===== src/rtl/instruction_fetch.sv =====
`default_nettype none
// ============================================================================
// Module   : instruction_fetch
// Purpose  : RV32I fetch stage. Owns the PC, runs the imem req/rvalid handshake
//            (one request outstanding at most), and holds the 1-entry skid
//            buffer and the IF/ID register. Define IF_PERF_CNT_EN to add
//            o_fetch_count.
// Revision : 1.0 - initial release
// ============================================================================
module instruction_fetch #(
  parameter int                    DATA_WIDTH = 32,
  parameter logic [DATA_WIDTH-1:0] RESET_PC   = DATA_WIDTH'(32'h0000_0000),
  parameter logic [DATA_WIDTH-1:0] NOP_INST   = DATA_WIDTH'(32'h0000_0013)
) (
  input  logic                  clk,
  input  logic                  rst_n,
  input  logic                  clk_en,
  input  logic                  i_stall,
  input  logic                  i_flush,
  input  logic [DATA_WIDTH-1:0] i_redirect_pc,
  output logic                  o_imem_req,
  output logic [DATA_WIDTH-1:0] o_imem_addr,
  input  logic                  i_imem_ready,
  input  logic                  i_imem_rvalid,
  input  logic [DATA_WIDTH-1:0] i_imem_rdata,
  output logic [DATA_WIDTH-1:0] o_if_inst,
  output logic [DATA_WIDTH-1:0] o_if_pc,
  output logic                  o_if_valid
`ifdef IF_PERF_CNT_EN
  ,
  output logic [31:0]           o_fetch_count
`endif
);

  typedef enum logic [1:0] {
    S_IDLE = 2'd0,
    S_REQ  = 2'd1,
    S_WAIT = 2'd2
  } state_t;

  state_t                r_state;
  logic [DATA_WIDTH-1:0] r_pc;
  logic [DATA_WIDTH-1:0] r_req_pc;
  logic [DATA_WIDTH-1:0] r_skid_inst;
  logic [DATA_WIDTH-1:0] r_skid_pc;
  logic                  r_skid_valid;
  logic                  r_kill;

  logic                  w_accept;
  logic                  w_deliver;
  logic                  w_kill_next;
  logic [DATA_WIDTH-1:0] w_redirect;

  // A full skid buffer throttles fetch so at most one word is ever pending.
  assign o_imem_req  = (r_state == S_REQ) && !r_skid_valid;
  assign o_imem_addr = r_pc;

  assign w_accept    = o_imem_req && i_imem_ready;
  assign w_deliver   = (r_state == S_WAIT) && i_imem_rvalid && !r_kill && !i_flush;
  assign w_redirect  = i_redirect_pc & ~DATA_WIDTH'(3);

  // On flush, anything accepted now or still in flight must be discarded later.
  assign w_kill_next = w_accept || ((r_state == S_WAIT) && !i_imem_rvalid);

  always_ff @(posedge clk or negedge rst_n) begin
    if (!rst_n) begin
      r_state      <= S_IDLE;
      r_pc         <= RESET_PC;
      r_req_pc     <= RESET_PC;
      r_skid_inst  <= NOP_INST;
      r_skid_pc    <= '0;
      r_skid_valid <= 1'b0;
      r_kill       <= 1'b0;
      o_if_inst    <= NOP_INST;
      o_if_pc      <= '0;
      o_if_valid   <= 1'b0;
    end else if (clk_en) begin
      if (i_flush) begin
        r_pc         <= w_redirect;
        r_skid_valid <= 1'b0;
        r_kill       <= w_kill_next;
        r_state      <= w_kill_next ? S_WAIT : S_REQ;
        o_if_inst    <= NOP_INST;
        o_if_pc      <= '0;
        o_if_valid   <= 1'b0;
      end else begin
        case (r_state)
          S_IDLE: r_state <= S_REQ;
          S_REQ: begin
            if (w_accept) begin
              r_req_pc <= r_pc;
              r_pc     <= r_pc + DATA_WIDTH'(4);
              r_state  <= S_WAIT;
            end
          end
          S_WAIT: begin
            if (i_imem_rvalid) begin
              r_kill  <= 1'b0;
              r_state <= S_REQ;
            end
          end
          default: r_state <= S_IDLE;
        endcase

        if (!i_stall) begin
          if (r_skid_valid) begin
            o_if_inst    <= r_skid_inst;
            o_if_pc      <= r_skid_pc;
            o_if_valid   <= 1'b1;
            r_skid_valid <= 1'b0;
          end else if (w_deliver) begin
            o_if_inst  <= i_imem_rdata;
            o_if_pc    <= r_req_pc;
            o_if_valid <= 1'b1;
          end else begin
            o_if_inst  <= NOP_INST;
            o_if_pc    <= '0;
            o_if_valid <= 1'b0;
          end
        end else if (w_deliver) begin
          r_skid_inst  <= i_imem_rdata;
          r_skid_pc    <= r_req_pc;
          r_skid_valid <= 1'b1;
        end
      end
    end
  end

`ifdef IF_PERF_CNT_EN
  // Counted at the moment a word is accepted into IF/ID or skid, never again
  // when it moves from skid to IF/ID.
  always_ff @(posedge clk or negedge rst_n) begin
    if (!rst_n) begin
      o_fetch_count <= '0;
    end else if (clk_en && w_deliver && (o_fetch_count != 32'hFFFF_FFFF)) begin
      o_fetch_count <= o_fetch_count + 32'd1;
    end
  end
`endif

endmodule
`default_nettype wire


===== config.mk =====
export PLATFORM = sky130hd
export DESIGN_NAME = instruction_fetch
export DESIGN_NICKNAME = d
export VERILOG_FILES = /design/src/rtl/instruction_fetch.sv
export SDC_FILE = /design/constraint.sdc
export NUM_CORES = 1
export LEC_CHECK = 0
export CELL_PAD_IN_SITES_DETAIL_PLACEMENT = 1
export CELL_PAD_IN_SITES_GLOBAL_PLACEMENT = 1
export CORE_UTILIZATION = 41
export DETAILED_ROUTE_END_ITERATION = 12
export HOLD_SLACK_MARGIN = 0.1
export PLACE_DENSITY_LB_ADDON = 0.2
export SLEW_MARGIN = 20
export SYNTH_ARGS = -nofsm -noshare
export SYNTH_HDL_FRONTEND = slang
export SYNTH_SLANG_ARGS = --single-unit

===== constraint.sdc =====
create_clock -name clk -period 2 [get_ports clk]
set_input_delay 0.4 -clock clk [delete_from_list [all_inputs] [get_ports clk]]
set_output_delay 0.4 -clock clk [all_outputs]
set_load 0.02 [all_outputs]

-- Yosys cells after proc, flatten, opt, wreduce, memory -nomap -nowiden
Cells that the tools add are included.
- memories kept: 0
- logic and storage cells: 67
- latch bits: 0
- memory bits (writable): 0
- output and inout port bits: 98
- register bits: 197
- bits in read-only memories: 0
- $lt $le $gt $ge: 0
- add/sub/neg operators: 1
- equality and inequality tests: 6
- reductions and logical operators: 23
- divide/modulo/power cells: 0
- muxes and demuxes: 26
- multipliers: 0
- bitwise logic cells: 1
- shifts and indexed selects: 0
- operator list (kind ; count):
    $mux W32 ; 11
    $add A32 B3 Y32 const B ; 1
    $mux W1 ; 10
    $reduce_and A3 Y1 ; 3
    $mux W2 ; 4
    $reduce_and A4 Y1 ; 2
    $reduce_bool A2 Y1 ; 4
    $logic_and A1 B1 Y1 ; 6
    $ne A3 B3 Y1 const B ; 2
    $pmux W2 S3 ; 1
    $logic_not A1 Y1 ; 4
    $reduce_and A2 Y1 ; 2
    $ne A3 B1 Y1 const B ; 1
    $eq A2 B1 Y1 const B ; 1
    $eq A2 B2 Y1 const B ; 1
    $logic_not A2 Y1 ; 1
    $ne A2 B1 Y1 const B ; 1
    $logic_or A1 B1 Y1 ; 1
    $not A1 Y1 ; 1

-- Logic depth before layout (Yosys ltp)
- depth after elaboration: 8
- depth in mapped cells: 7

-- Least setup slack after synthesis
No wires, ideal clock.
- kind: reg2reg
- start point: register r_pc[5] (netlist: o_imem_addr[5])
- end point: register r_pc[31] (netlist: o_imem_addr[31])
- path slack: 72 ps
- cell stages (with the launch flop): 7
- path buffers: 1
- arrival time: 1850 ps
- data required time: 1922 ps
- clock period less this slack: 1928 ps
- path through: dfrtp_1 > buf_2 > nand4_4 > nor4_4 > nand2_2 > or3_1 > a21oi_1
- cells in the longest elaborated chain, start to end: 4
- ends and longest elaborated chain (element ; RTL line ; source):
    from (decl) ; 42 ; logic [DATA_WIDTH-1:0] r_pc;
    from (signal assigned) ; 79 ; r_pc <= w_redirect;
    from (signal assigned) ; 92 ; r_pc <= r_pc + DATA_WIDTH'(4);
    $add A32 B3 Y32 ; 92 ;
    $mux W32 ; 90 ; if (w_accept) begin
    $mux W32 ; 87 ; case (r_state)
    $mux W32 ; 78 ; if (i_flush) begin
Every way passes these cells. The select of a mux whose other input is x is not followed.
A chain may end at the register's enable or synchronous reset.

-- Worst setup path after layout
- start point: register r_pc[21] (netlist: o_imem_addr[21])
- end point: output port o_imem_addr[21]
- RTL lines (element ; RTL line ; source):
    to (decl) ; 22 ; output logic [DATA_WIDTH-1:0] o_imem_addr,
No word-level cell between the ends.

==> impl_metrics.yaml <==
grt:
  grt_overflow: 0
  grt_util_met1_pct: 32.10
  antenna_found_initial: 0
  top_usage_layer: "met2"
  grt_max_degree: 65
  grt.met3_usage_pct: 3.887
  grt_pass1_vias: 7734
  grt_usage_pct: 24.97
  grt_first_pass_wirelength_um: 41810
  use_met2_pct: 43.05
detailed_routing:
  via_count: 6971
  firstDrtPassIters: 4
  ant_nets: 0
  routed_wl_um: 25230
  drtIter0Drc: 357
  routedWlPerCell_um: 20.67
  via_per_inst: 5.709
  drc: 0
timing:
  setup_viol: 0
  tns_ps: 0
  worst_pin_slew_ps: 607.9
  period_minus_slack_ps: 1949
  report.final.hold_viol_count: 0
  finalCritPeriodShare_pct: 97.43
  max_slew_margin_pct: 59.47
  skew_ps: 11.66
  finalMaxSlewViolations: 0
  clock.fmax_ghz: 0.5132
  grt_setup_unrepaired: "no"
  holdWs_ps: 481.0
clocking:
  path_clk_slew_ps: 70
  cts_made_buffers: 17
  cts.sinks: 190
  cts-root-buf: "clkbuf_16"
  htreeDepth: 4
  cts_tree: "built"
  clk_latency_ps: 430
  clockBufferDepth: 2
yosys:
  synth_cells: 748
  yosys.area.top_type_share_pct: 54.48
  ys.flop_type: "dfrtp_1"
  synth_edf_count: 0
  syn_area_per_cell_um2: 11.30
  synth-seq-area-share_pct: 56.34
  post_synth_num_cell_types: 51
  ys_seq_elements: 190
  syn-cell-area_um2: 8452
  async_reset_ff_share_pct: 100.0
  yosysTopAreaCell: "dfrtp_1"
  ys_warn_count: 0
  synthTopCellsByArea: "dfrtp_1, mux2_2, a22oi_1"
place:
  dpl_cell_area_um2: 10830
  gp_congestion: 0.8043
  dpl.hpwl_um: 16990
  port_buffers: 164
  dp_cells: 1188
finish:
  drive_gt1_share_pct: 22.19
  area_growth_pct: 35.49
  fin_cells: 1221
  fin_nets: 1010
  insertedDiodeCount: 0
  n_fill_cell: 2076
  fin_area_um2: 11450
worst_setup_path:
  worst-setup-path-type: "flip-flop to output port"
  startpoint_type: "flip-flop"
  required_ps: 1600
  cp-end-kind: "output port"
  slowest_stage: "clkdlybuf4s50_1"
  slowest_delay_ps: 610
  worst_ep_arrival_time_ps: 1550
  crit_fanout: 7
  path_cells: "buf_4, clkdlybuf4s50_1"
floorplanning:
  rows: 52
  die_area_um2: 21190
  die_w_um: 145.6
  start_util_pct: 41.77
  io_pins: 169
  core_um2: 20230
  fp.dieH_um: 145.6
pwr:
  vdd_ir_drop_max_uv: 688.6
  p_per_area_nw_per_um2: 966.8
  p_leak_uw: 0.004948
run_status:
  status: "completed"
job:
  cap_violations: 0
min_path:
  min_path_type: "flip-flop to flip-flop"
==> metrics by stage <==
step,utilization [%],total power (uW),setup slack (ps)
floorplan,-,6509,72.36
global placement,53.54,7555,-176.1
detailed placement,53.54,7760,-245.2
CTS,56.41,11150,2.276
global route,56.59,11610,3.467
finish,56.59,11070,51.38
==> layout by cell type (no fill, tap or decap), types with 3 or more instances in the layout <==
master / synthesis / layout
a21oi_1: 28 / 28
a22oi_1: 59 / 59
a311oi_1: 7 / 7
and3_1: 13 / 12
and4_1: 4 / 4
buf_12: 0 / 11
buf_4: 4 / 53
clkbuf_16: 0 / 17
clkdlybuf4s50_1: 0 / 138
clkinv_4: 0 / 4
dfrtp_1: 184 / 182
dfstp_2: 6 / 6
dlygate4sd2_1: 0 / 10
dlymetal6s2s_1: 0 / 13
inv_1: 4 / 4
mux2_2: 91 / 91
mux2i_1: 11 / 11
nand2_1: 81 / 80
nand3_1: 12 / 12
nand4_1: 11 / 11
nor2_1: 25 / 25
nor3_1: 9 / 9
nor3b_1: 4 / 4
nor4_1: 4 / 4
o21ai_0: 68 / 68
o22ai_1: 27 / 27
o32ai_1: 3 / 3
==> where the power goes <==
part | internal [uW] | switching, uW
sequential | 4630 | 596
clock | 1890 | 1500
combinational | 1230 | 1220
==> area by class of cell <==
class	instances	area [um2]	share of cell area, %
clock inverter	12	137.6	1.202
multi-input combinational	494	3443	30.07
tap	270	337.8	2.950
clock buffer	20	446.7	3.901
timing repair buffer	231	2306	20.14
sequential	190	4765	41.61
inverter	4	15.01	0.1311
==> timing repair <==
action                                  CTS  global route
gates resized for setup                  11            19
hold buffers                              1             0
endpoints found under the hold margin    50             0
endpoints found under the setup margin   11            18
buffers inserted                          0             0
cloned                                    0             0
==> logic make-up after synthesis <==
group / count (synthesis) / synth area share, %
simple gates: 180 / 11.10
other cells: 1 / 0.04437
buf+inv: 65 / 3.286
fa+ha+maj: 1 / 0.1480
compound gates: 207 / 15.38
flops: 190 / 56.34
mux: 104 / 13.69
==> layer usage <==
layer | share of wire (%) | vias to the layer above
met5 | 0 | -
met4 | 1.9 | 0
met3 | 3.8 | 40
met2 | 50 | 176
met1 | 44 | 3619
li1 | - | 3136
==> synth_stat cells, drive strengths merged (2+ instances only) <==
master and instances:
nor4 6, a41o 2, dfrtp 184, a311oi 7
dfstp 6, and4 4, nand2 82, mux2 93
and3 13, nor2 25, a41oi 2, mux2i 11
and2 2, nand4 13, a22oi 59, a21oi 28
o22ai 27, buf 19, a21boi 2, nor3b 5
o21ai 69, a211oi 2, inv 4, nor3 10
o32ai 3, clkbuf 42, nand3 12
==> critical path, delay by kind of cell (launching register included) <==
family	cells	cell delay, ps
buffers and inverters	2	770
DFF	1	360
==> worst paths after layout <==
| path | from | to | slack (ps) | depth (start not counted) |
|---|---|---|---|---|
| min in group asynchronous | rst_n | o_if_inst[23] | 520 | 2 |
| hold reg to reg | o_if_pc[3] | o_if_pc[3] | 480 | 2 |
| max in group asynchronous | rst_n | o_if_inst[1] | 820 | 3 |
| setup reg to reg | r_state[1] | o_imem_addr[28] | 150 | 7 |
| setup / recovery | o_imem_addr[21] | o_imem_addr[21] | 50 | 2 |
| hold / removal | o_if_pc[3] | o_if_pc[3] | 480 | 2 |
==> registers in the layout (all words and copies together) (netlist names) <==
| signal | flops |
|---|---|
| o_if_inst | 32 |
| r_skid_inst | 32 |
| o_if_pc | 31 |
| o_imem_addr | 30 |
| r_req_pc | 30 |
| r_skid_pc | 30 |
| r_state | 2 |
| o_if_valid | 1 |
| r_kill | 1 |
| r_skid_valid | 1 |
Power figures use the tool's default switching activity.
